`config.mk`:
```
export PLATFORM = sky130hd
export DESIGN_NAME = instr_fetch_unit
export DESIGN_NICKNAME = d
export VERILOG_FILES = /design/src/rtl/instr_fetch_unit.sv
export SDC_FILE = /design/constraint.sdc
export NUM_CORES = 1
export LEC_CHECK = 0
export ABC_AREA = 1
export BUFFER_PORTS_ARGS = -buffer_cell sky130_fd_sc_hd__buf_2
export CORE_MARGIN = 10
export CORE_UTILIZATION = 48
export CTS_BUF_LIST = sky130_fd_sc_hd__clkbuf_2 sky130_fd_sc_hd__clkbuf_4 sky130_fd_sc_hd__clkbuf_8
export DETAILED_ROUTE_END_ITERATION = 7
export GPL_ROUTABILITY_DRIVEN = 0
export PLACE_DENSITY = 0.83
export SLEW_MARGIN = 40
export SYNTH_ARGS = -nofsm -noshare
export SYNTH_HDL_FRONTEND = slang
export SYNTH_SLANG_ARGS = --single-unit
```
`constraint.sdc`:
```
create_clock -name CLK -period 1.6 [get_ports CLK]
set_input_delay 0.24 -clock CLK [delete_from_list [all_inputs] [get_ports CLK]]
set_output_delay 0.24 -clock CLK [all_outputs]
set_load 0.1 [all_outputs]
```
`src/rtl/instr_fetch_unit.sv`:
```
// LEGv8 PC register and single-outstanding instruction fetch sequencer.
// Issues one imem request per PC, holds the response until Advance.
module instr_fetch_unit #(
    parameter int              PC_W     = 64,
    parameter int              INSTR_W  = 32,
    parameter logic [PC_W-1:0] RESET_PC = '0
) (
    input  logic               CLK,
    input  logic               resetl,
    input  logic [PC_W-1:0]    NextPC,
    input  logic               Advance,
    output logic               ImemReqValid,
    input  logic               ImemReqReady,
    output logic [PC_W-1:0]    ImemAddr,
    input  logic               ImemRspValid,
    input  logic [INSTR_W-1:0] ImemRspData,
    output logic [PC_W-1:0]    CurrentPC,
    output logic [INSTR_W-1:0] Instruction,
    output logic               InstrValid,
    output logic               FetchFault,
    output logic [31:0]        InstrCount
);

    localparam logic [1:0] S_REQ   = 2'd0;
    localparam logic [1:0] S_WAIT  = 2'd1;
    localparam logic [1:0] S_HOLD  = 2'd2;
    localparam logic [1:0] S_FAULT = 2'd3;

    logic [1:0] state;
    logic       req_valid;
    logic       misaligned;

    assign misaligned   = NextPC[1:0] != 2'b00;
    assign ImemReqValid = req_valid;
    assign ImemAddr     = CurrentPC;

    // Request valid is a flop so it can never glitch high during reset.
    always_ff @(posedge CLK or negedge resetl) begin
        if (!resetl) begin
            state       <= S_REQ;
            req_valid   <= 1'b0;
            CurrentPC   <= RESET_PC;
            Instruction <= '0;
            InstrValid  <= 1'b0;
            FetchFault  <= 1'b0;
            InstrCount  <= '0;
        end else begin
            unique case (1'b1)
                (state == S_REQ): begin
                    if (!req_valid) begin
                        req_valid <= 1'b1;
                    end else if (ImemReqReady) begin
                        req_valid <= 1'b0;
                        state     <= S_WAIT;
                    end
                end
                (state == S_WAIT): begin
                    if (ImemRspValid) begin
                        Instruction <= ImemRspData;
                        InstrValid  <= 1'b1;
                        state       <= S_HOLD;
                    end
                end
                (state == S_HOLD): begin
                    if (Advance) begin
                        InstrValid <= 1'b0;
                        if (misaligned) begin
                            FetchFault <= 1'b1;
                            state      <= S_FAULT;
                        end else begin
                            CurrentPC  <= NextPC;
                            InstrCount <= InstrCount + 32'd1;
                            req_valid  <= 1'b1;
                            state      <= S_REQ;
                        end
                    end
                end
                default: begin
                    req_valid  <= 1'b0;
                    InstrValid <= 1'b0;
                    state      <= S_FAULT;
                end
            endcase
        end
    end

endmodule

```
-- After elaboration in Yosys (flattened, before gate mapping)
Cells that the tools add are included.
- flip-flop bits (word level): 133
- bits of input ports: 101
- word-level logic and storage cells: 40
- add/subtract/negate cells: 1
- equality and inequality tests: 7
- muxes and demuxes: 14
- bitwise gates (word level): 3
- reductions and logical operators: 8
- operators by type and width (cell ; number):
    $add A32 B1 Y32 const B ; 1
    $reduce_and A3 Y1 ; 4
    $mux W2 ; 5
    $ne A2 B2 Y1 const B ; 5
    $mux W1 ; 6
    $pmux W1 S3 ; 2
    $pmux W2 S3 ; 1
    $reduce_and A4 Y1 ; 1
    $not A1 Y1 ; 3
    $eq A2 B1 Y1 const B ; 1
    $eq A2 B2 Y1 const B ; 1
    $logic_not A2 Y1 ; 1
    $reduce_and A2 Y1 ; 1
    $reduce_bool A2 Y1 ; 1

-- Longest topological paths before layout
- word-level depth: 4
- depth in mapped cells: 10

-- Worst setup path before layout
Ideal clock, no wire load.
- kind: register to register
- from: register InstrCount[1]
- to: register InstrCount[22]
- data arrival time: 2.078 ns
- slack: -0.600 ns
- stages on the path, launching flop included: 9
- clock period less this slack: 2.200 ns
- cells stage by stage: dfrtp_1 -> ha_1 -> nand3_1 -> inv_1 -> nand2_1 -> nor3_1 -> nand3_1 -> nand2_1 -> nand2_1
- longest elaborated chain between the ends: 1
- ends and longest elaborated chain (what ; line ; RTL):
    start, declared ; 21 ; output logic [31:0] InstrCount
    start signal, assigned ; 72 ; InstrCount <= InstrCount + 32'd1;
    $add A32 B1 Y32 ; 72 ;
Every way passes these cells.
A chain may end at the register's enable or synchronous reset.

-- Worst setup path in the final report
- from: register CurrentPC[3]
- to: output CurrentPC[3]
- RTL lines (what ; line ; RTL):
    start, declared ; 17 ; output logic [PC_W-1:0] CurrentPC,
    start signal, assigned ; 71 ; CurrentPC <= NextPC;
No word-level cell between the ends.

==> impl_metrics.yaml <==
logic_synthesis:
  syn_nets: 769
  synth_compound_area_share_pct: 0.575
  yosysSeqAreaShare_pct: 54.6
  netlist-cell-type-count: 25
  avgSynthCellArea_um2: 9.14
  synth_fa_ha_area_share_pct: 0.205
  synthCells: 667
  ys.warnings.count: 0
  synthXorXnorAreaFrac_pct: 2.59
  syn_area_mm2: 0.00609
  synth-seq-cells: 133
  yosys.area_share.simple_pct: 24.7
  synth_top_family_by_area: "simple AND/OR/NAND/NOR gates"
  synthMuxAreaShare_pct: 5.91
layout:
  syn_to_final_growth_pct: 39.8
  fin_nets: 1074
  layout-drive-gt1-share_pct: 43.2
  multiInputGateArea_mm2: 0.00212
  seq_area_mm2: 0.00340
  nFillCells: 935
worst_setup_path:
  startpoint: "CurrentPC[3]$_DFFE_PN0P_"
  critical_path_class: "reg2out"
  rr_startpoint: "InstrCount[1]$_DFFE_PN0P_"
  reg2reg_depth: 10
  start_kind: "register"
  cp.depth: 1
  crit_path_end: "CurrentPC[3]"
  critPathRequiredTime_ns: 1.36
  critPathBufInv: 1
  arrival_ns: 1.33
  end_kind: "primary output"
  r2r_end: "InstrCount[14]$_DFFE_PN0P_"
  critPathTopFamily: "buffers and inverters"
  crit_chain: "buf_2"
  crit_path_top_delay_cell: "buf_2"
  rrSetupSlack_ns: 0.08
  cpPeakStageDelay_ns: 0.47
  crit_fanout: 3
worst_hold_path:
  worstHoldStart: "NextPC[8]"
  min_path_type: "in2reg"
placed_design:
  dp_hpwl_um: 14000
  portBuffers: 295
clock_tree:
  cts_tree: "yes"
  root_buffer: "clkbuf_8"
  cts_sinks: 133
  cts_buffer_depth: 2
  postCtsSetupRepairBufs: 0
  htree_levels: 4
  cts_inserted_buffers: 17
  clk_pin_slew_ns: 0.07
  clock_latency_ns: 0.43
outcome:
  outcome: "finished clean"
route:
  vias: 5629
  drt_iter0_drc: 365
  drt_pass1_iterations: 7
  wirelength_um: 20000
  wl_per_cell_um: 17.3
  drcViolationCount: 0
  vias_per_cell: 4.86
  ant_nets: 0
floorplanning:
  dieArea_mm2: 0.0176
  row_count: 41
  initial_core_util_pct: 48.7
  chipHeight_um: 133
  coreArea_mm2: 0.0125
  boundaryPins: 296
  die_w_um: 133
sta:
  fin_tns_setup_ns: 0
  worst_slew_pin_slew_ns: 0.527
  rsz0062_at_grt: "true"
  hold_violations: 0
  min_period_ns: 1.57
  timing.slew.headroom_pct: 65.1
  setup_viol: 0
  fmax_ghz: 0.638
  finClkSkew_ns: 0.00778
  slew_viol_final: 0
  fin_crit_sh_pct: 98.0
grt:
  grt-ovfl-total: 0
  grt_pass1_wl_um: 31900
  grtUsageTotal_pct: 22.3
  grt_max_degree: 53
  grt_antenna_before_repair: 1
  grt_pass1_vias: 6008
job:
  cap_violations: 0
==> synthesized netlist by cell type, drive strengths merged <==
cell type / n / share of area [%]
xnor2: 7 / 1.0
o21bai: 1 / 0.12
nor3b: 3 / 0.45
dfrtp: 133 / 55
o21ai: 4 / 0.33
inv: 32 / 2.0
a21o: 1 / 0.12
nor2: 44 / 3.2
nand4: 12 / 1.2
mux2: 32 / 5.9
xor2: 11 / 1.6
nor3: 6 / 0.66
nand2: 275 / 17
ha: 1 / 0.21
buf: 82 / 9.5
nand3b: 1 / 0.12
nand3: 22 / 2.1
==> per-layer routing <==
layer	global-route usage (%)	share of wire (%)	up-vias
met5	0	0	-
met2	38.2	51	297
met1	23.9	37	2672
met3	9.35	10	31
met4	8.56	1.9	0
li1	-	-	2629
==> state kept, by name (all words and copies together) (netlist names) <==
name          count
CurrentPC        64
FetchFault        1
ImemReqValid      1
InstrCount       32
InstrValid        1
Instruction      32
state             2
==> cell families after synthesis <==
kind of cell	count (synthesis)
compound gates	6
fa+ha+maj	1
mux	32
flops	133
xor+xnor	18
buf+inv	114
simple gates	363
==> worst min-delay path by stage <==
stage                             endpoint  cells after the start  slack (ns)
2_1_floorplan     CurrentPC[0]$_DFFE_PN0P_                      0       -0.06
3_3_place_gp    InstrCount[14]$_DFFE_PN0P_                      1        0.17
3_5_place_dp    InstrCount[14]$_DFFE_PN0P_                      1        0.17
4_1_cts        Instruction[20]$_DFFE_PN0P_                      2      0.0007
5_1_grt        Instruction[17]$_DFFE_PN0P_                      2        0.02
6_report          CurrentPC[8]$_DFFE_PN0P_                      3        0.03
==> worst reg2reg max path, cell delays in order, from the launching register on <==
cell,delay [ns]
dfrtp_4,0.45
ha_4,0.15
nand3_2,0.11
inv_2,0.09
nand2_4,0.07
nor2_4,0.22
nand2_2,0.10
nor2_1,0.10
nand2_1,0.05
nand2_1,0.06
inv_1,0.03
==> through the flow <==
| stage | util, % | std cells | hold slack [ns] | area (um2) | worst slack, ns |
|---|---|---|---|---|---|
| detailed placement | 60.0 | 1066 | 0.170 | 7510 | 0.0871 |
| CTS | 67.6 | 1157 | 0.000747 | 8460 | 0.00109 |
| global placement | 60.0 | 1066 | 0.171 | 7510 | 0.130 |
| finish | 68.0 | 1158 | 0.0308 | 8520 | 0.0323 |
| floorplan | - | 667 | -0.0556 | 6210 | -0.0319 |
| global route | 68.0 | 1158 | 0.0168 | 8520 | -0.0190 |
==> cells in the final DEF, fill, tap and decap left out, types with 4 or more instances in the layout <==
| cell | Yosys | layout |
|---|---|---|
| dfrtp_4 | 0 | 15 |
| clkbuf_8 | 0 | 21 |
| dfrtp_1 | 133 | 103 |
| mux2_2 | 32 | 32 |
| inv_1 | 31 | 30 |
| xor2_1 | 11 | 11 |
| nor2_4 | 3 | 4 |
| clkinv_2 | 0 | 6 |
| dlygate4sd3_1 | 0 | 59 |
| nor2_1 | 38 | 35 |
| buf_2 | 17 | 280 |
| dfrtp_2 | 0 | 15 |
| nand2_1 | 275 | 272 |
| xnor2_1 | 7 | 7 |
| nand4_1 | 12 | 12 |
| buf_12 | 0 | 6 |
| nor2_2 | 3 | 5 |
| buf_4 | 64 | 9 |
| o21ai_0 | 4 | 4 |
| clkbuf_4 | 0 | 14 |
| nand3_1 | 19 | 18 |
==> area by class of cell <==
type,instances,area share (%)
clock buffers,23,3.57
flip-flops and latches,133,40.0
diodes,1,0.0294
clock inverters,9,0.617
repair buffers,368,26.9
well taps,172,2.53
multi-input cells,420,24.9
inverters,32,1.44
==> timing repair <==
item                       CTS  global route
resized for setup            2            19
hold endpoints to repair    94             0
hold buffers                59             0
setup endpoints to repair    2            35
Power is not shown: default switching activity piles up to over one toggle a cycle in this logic, so the estimate is an artifact.
